<file path="src/rtl/muldiv_issue_ctrl.sv">
// Issue and interlock control between the EX stage and the MUL/DIV unit.
// It drives the unit's command strobes and stalls the pipeline on HI/LO hazards.
module muldiv_issue_ctrl #(
  parameter int TIMEOUT = 64,
  parameter int CNT_W   = 32
) (
  input  logic             clk,
  input  logic             rst,
  input  logic             ex_valid,
  input  logic [3:0]       ex_cmd,
  input  logic             ex_flush,
  input  logic [31:0]      ex_rs,
  input  logic [31:0]      ex_rt,
  input  logic             md_busy,
  input  logic [31:0]      md_hi,
  input  logic [31:0]      md_lo,
  output logic             md_start,
  output logic [1:0]       md_op,
  output logic             md_we,
  output logic             md_hilo,
  output logic [31:0]      md_d1,
  output logic [31:0]      md_d2,
  output logic             stall,
  output logic [31:0]      mf_data,
  output logic             md_fault,
  output logic [CNT_W-1:0] stall_cnt
);

  localparam int WC_W = $clog2(TIMEOUT + 1);

  typedef enum logic {
    IDLE,
    RUN
  } state_t;

  state_t          state;
  logic [WC_W-1:0] waitCnt;
  logic            act;
  logic            isMd;
  logic            isMt;
  logic            hazard;
  logic [3:0]      opm;

  assign isMd = (ex_cmd >= 4'd1) && (ex_cmd <= 4'd4);
  assign isMt = (ex_cmd == 4'd5) || (ex_cmd == 4'd6);
  assign act  = ex_valid && !ex_flush
             && (ex_cmd >= 4'd1) && (ex_cmd <= 4'd8);

  // A MUL/DIV still waits in the RUN cycle where Busy falls, so it
  // issues from IDLE on the next cycle. A faulted unit no longer blocks.
  assign hazard = !md_fault
               && (md_busy || ((state == RUN) && isMd));

  assign stall    = act && hazard;
  assign md_start = act && isMd && !hazard && (state == IDLE);
  assign md_we    = act && isMt && !hazard;
  assign md_hilo  = (ex_cmd == 4'd5);

  assign opm   = ex_cmd - 4'd1;
  assign md_op = isMd ? opm[1:0] : 2'b00;

  assign md_d1   = ex_rs;
  assign md_d2   = ex_rt;
  assign mf_data = (ex_cmd == 4'd7) ? md_hi : md_lo;

  always_ff @(posedge clk) begin
    if (rst) begin
      state     <= IDLE;
      waitCnt   <= '0;
      md_fault  <= 1'b0;
      stall_cnt <= '0;
    end else begin
      if (stall) begin
        stall_cnt <= stall_cnt + 1'b1;
      end
      unique case (state)
        IDLE: begin
          if (md_start) begin
            state   <= RUN;
            waitCnt <= '0;
          end
        end
        RUN: begin
          if (!md_busy) begin
            state <= IDLE;
          end else if (waitCnt == WC_W'(TIMEOUT - 1)) begin
            md_fault <= 1'b1;
            state    <= IDLE;
            waitCnt  <= '0;
          end else begin
            waitCnt <= waitCnt + 1'b1;
          end
        end
      endcase
    end
  end

endmodule

</file>
<file path="config.mk">
export PLATFORM = sky130hd
export DESIGN_NAME = muldiv_issue_ctrl
export DESIGN_NICKNAME = d
export VERILOG_FILES = /design/src/rtl/muldiv_issue_ctrl.sv
export SDC_FILE = /design/constraint.sdc
export NUM_CORES = 1
export LEC_CHECK = 0
export CORE_ASPECT_RATIO = 0.6
export CORE_MARGIN = 2
export CORE_UTILIZATION = 32
export DETAILED_ROUTE_END_ITERATION = 7
export PLACE_DENSITY = 0.83
export SLEW_MARGIN = 20
export SYNTH_ARGS = -nofsm -noshare
export SYNTH_HDL_FRONTEND = slang
export SYNTH_SLANG_ARGS = --single-unit
export TNS_END_PERCENT = 1
</file>
<file path="constraint.sdc">
create_clock -name clk -period 2.9 [get_ports clk]
set_input_delay 0.58 -clock clk [delete_from_list [all_inputs] [get_ports clk]]
set_output_delay 0.58 -clock clk [all_outputs]
set_load 0.05 [all_outputs]
</file>
==> results of run 1 <==
through the flow:
step	instances	cell area, sq um	utilization	hold slack [ns]
2_1_floorplan	357	3002	-	0.4552
3_3_place_gp	554	4431	0.4857	0.4729
3_5_place_dp	554	4431	0.4857	0.4828
4_1_cts	562	4608	0.5052	0.4907
5_1_grt	563	4616	0.5060	0.5072
6_report	563	4616	0.5060	0.4909
cell type report:
cell class / instances / share of cell area
multi-input combinational: 228 / 0.3475
clock buffer: 7 / 0.03090
clock inverter: 1 / 0.006506
tap: 116 / 0.03144
inverter: 11 / 0.008946
sequential: 41 / 0.1778
timing repair buffer: 159 / 0.3969
critical path, delay by kind of cell:
kind,cells,cell delay [ns]
adder cells (fa/ha/maj),1,0.21
buffers and inverters,4,0.82
AND/OR/NAND/NOR,1,0.18
AO/OA/AOI/OAI,2,0.50
cell usage in the layout (no fill, tap or decap), types with 12 or more instances in the layout:
master	instances
sky130_fd_sc_hd__nand3_1	15
sky130_fd_sc_hd__mux2_2	34
sky130_fd_sc_hd__or4_1	16
sky130_fd_sc_hd__a21oi_1	36
sky130_fd_sc_hd__clkdlybuf4s50_1	105
sky130_fd_sc_hd__dfxtp_1	41
sky130_fd_sc_hd__o31ai_1	16
sky130_fd_sc_hd__nand2_1	16
sky130_fd_sc_hd__o21ai_0	12
sky130_fd_sc_hd__buf_12	30
sky130_fd_sc_hd__buf_4	24
sky130_fd_sc_hd__nor2_1	23
sequential cells by signal, indices dropped and copies added (netlist names):
signal and flops:
md_fault 1, stall_cnt 32, state 1, waitCnt 7
kinds of logic (layout without fill, tap and decap cells):
kind of cell / after synthesis / count (layout) / share of synthesized area
AND/OR/NAND/NOR: 112 / 112 / 0.2180
buffers and inverters: 88 / 178 / 0.1942
AO/OA/AOI/OAI: 72 / 72 / 0.1487
flip-flops: 41 / 41 / 0.2740
multiplexers: 35 / 35 / 0.1312
adder cells (fa/ha/maj): 6 / 6 / 0.02506
XOR/XNOR: 3 / 3 / 0.008774
power by group through the flow:
| stage | combinational [mW] | sequential (mW) | clock (mW) |
|---|---|---|---|
| final | 0.450 | 0.566 | 0.648 |
| after global routing | 0.467 | 0.566 | 0.679 |
| after CTS | 0.454 | 0.566 | 0.652 |
| after detailed placement | 0.451 | 0.578 | 0 |
| after global placement | 0.448 | 0.578 | 0 |
| after floorplan | 0.423 | 0.580 | 0 |
metal layers:
| layer | share of wire | track usage | up-vias |
|---|---|---|---|
| met5 | 0 | 0 | - |
| met2 | 0.49 | 0.3519 | 164 |
| met1 | 0.40 | 0.2364 | 1403 |
| met3 | 0.11 | 0.1166 | 12 |
| met4 | 0.0095 | 0.03043 | 0 |
| li1 | - | - | 1405 |
repair_timing:
action,4_1_cts,5_1_grt
cloned,0,0
pin swaps,0,1
buffers inserted,0,1
endpoints found under the setup margin,1,4
gates resized for setup,1,1
worst max-delay path by stage:
stage	cells after the start	endpoint	slack [ns]
final	8	md_we	0.02
after global routing	9	md_start	-0.05
after CTS	8	md_we	0.02
after detailed placement	9	stall_cnt[31]	-0.08
after global placement	8	md_we	0.02
after floorplan	5	md_we	0.17
==> out/results.md, run 1 <==
- maximum vdd drop: 0.2182 mV
- Critical Path RT: 2.32 ns
- overall fraction of global-route tracks in use: 0.2085
- remaining global-route overflow: 0
- number of flops mapped to enable cells by yosys: 0
- initial core utilization: 0.3284
- category of the worst setup path launch point: primary input
- data arrival time of the worst path: 2.30 ns
- CP Launch Point: ex_cmd[0]
- CP cell instances: clkdlybuf4s50_1, inv_1, ha_1, nand2b_1, a31o_2, a21oi_1, buf_4, buf_12
- predominant post-synthesis flop cell: sky130_fd_sc_hd__dfxtp_1
- maximum number of pins on one net before global-route repair: 44
- Die X: 128.9 um
- worst-case reg-to-reg path depth: 6
- clock skew after layout: 0.009087 ns
- post-synthesis average cell area: 8.390 sq um
- number of setup violations in the final report: 0
- number of global-route vias before repair: 2882
- total area of sequential cells: 820.8 sq um
- number of filler instances in the final layout: 803
- Multi-input gate area: 1604 sq um
- CTS tree: done
- half-perimeter wire length of the detailed placement result: 8887 um
- clock root buffer master: sky130_fd_sc_hd__clkbuf_16
- Highest Clock Rate: 347.0 MHz
- most frequent cell after synthesis: sky130_fd_sc_hd__buf_4
- run status: finished clean
- CP Max Fanout: 6
- synthesized cell area: 2995 sq um
- TritonCTS Buffers: 5
- share of power burned in the clock network: 0.389
- number of hold buffers added after CTS: 0
- Die ar.: 10180 sq um
- number of max-capacitance violations reported: 0
- Design Power: 1.664 mW
- post-layout worst setup margin: 0.01855 ns
- count of cells along the worst hold path: 1
- Pwr Density: 360.4 nW/um^2
- final net count: 589
- antenna violations before repair: 0
- antenna-violating nets left: 0
- register share of total power: 0.340
- Post-Place Worst Slack: -0.08193 ns
- final number of hold-violating endpoints: 0
- share of the yosys chip area belonging to registers: 0.2740
- Remaining DRCs: 0
- worst min-delay path class: flop to flop
- RSZ-0062 raised after global routing: yes
- category of the worst setup path capture point: primary output
- Net Switching: 440.2 uW
- transition at the pin with the smallest max-transition slack: 0.5448 ns
- Relative slew margins: 0.6357
- Tcrit/Tclk final: 0.9936
- count of vias placed by the detailed router: 2984
- clock insertion delay at the later pin of the skew report: 0.28 ns
- port bufs: 143
- count of different cell masters after synthesis: 43
- post-DR vias/cell: 5.300
- final weighted congestion of routability-driven global placement: 0.8686
- number of synthesized register bits: 41
- clock edge transition at the registers on the reported setup and hold paths: 0.06 ns
- commonest cells in the synthesized netlist: 65 x sky130_fd_sc_hd__buf_4, 41 x sky130_fd_sc_hd__dfxtp_1, 36 x sky130_fd_sc_hd__a21oi_1
- TNS Setup: 0 ns
- DR pass1 iterations: 5
- number of nets in the synthesized netlist: 500
- delay of the slowest critical-path stage: 0.48 ns
- combinational power share: 0.270
- switching power share of the total: 0.2646
- fraction of layout instances using a drive strength above 1: 0.2371
- row count: 27
- hold-critical path endpoint: waitCnt[6]
- DR WL/cell: 19.60 um
- area share of the leading cell type in the synthesized netlist: 0.2740
- clock sinks: 41
- Syn-to-layout area delta: 54.09%
- # H-tree levels: 2
- Critical R2R Launch: stall_cnt[0]
- initial drt markers: 306
- Critical R2R Capture: stall_cnt[22]
- global-route wire length before repair: 15950 um
- total core area: 9121 sq um
- startpoint of the lowest-slack hold path: waitCnt[6]
- R2R setup slack: 0.55 ns
- Top Ports: 272
- Worst path slowest cell: sky130_fd_sc_hd__clkdlybuf4s50_1
- most area-consuming cells after synthesis: sky130_fd_sc_hd__dfxtp_1 27%, sky130_fd_sc_hd__buf_4 16%, sky130_fd_sc_hd__mux2_2 13%
- maximum buffer depth of the clock tree: 2
- n_diodes: 0
- cell type contributing the most total cell area after synthesis: sky130_fd_sc_hd__dfxtp_1
- FFs w/ async S/R, synth: 0
- final worst path period need: 2.881 ns
- number of cells produced by synthesis: 357
- overall die height: 78.94 um
- internal power summed over all cells: 1.223 mW
- critical setup path kind: primary input to primary output
- final slew viol count: 0
- Yosys warning count: 0
- WL final: 11030 um
- cell leakage power: 1.694 nW
Power figures use the tool's default switching activity.
==> run 2: changes to the inputs <==
--- a/config.mk
+++ b/config.mk
@@ -10,6 +10,7 @@
 export CORE_UTILIZATION = 32
 export DETAILED_ROUTE_END_ITERATION = 7
 export PLACE_DENSITY = 0.83
+export RECOVER_POWER = 25
 export SLEW_MARGIN = 20
 export SYNTH_ARGS = -nofsm -noshare
 export SYNTH_HDL_FRONTEND = slang
==> results of run 2 <==
Same layout as run 1: the final DEF is identical, and so are final timing and power.
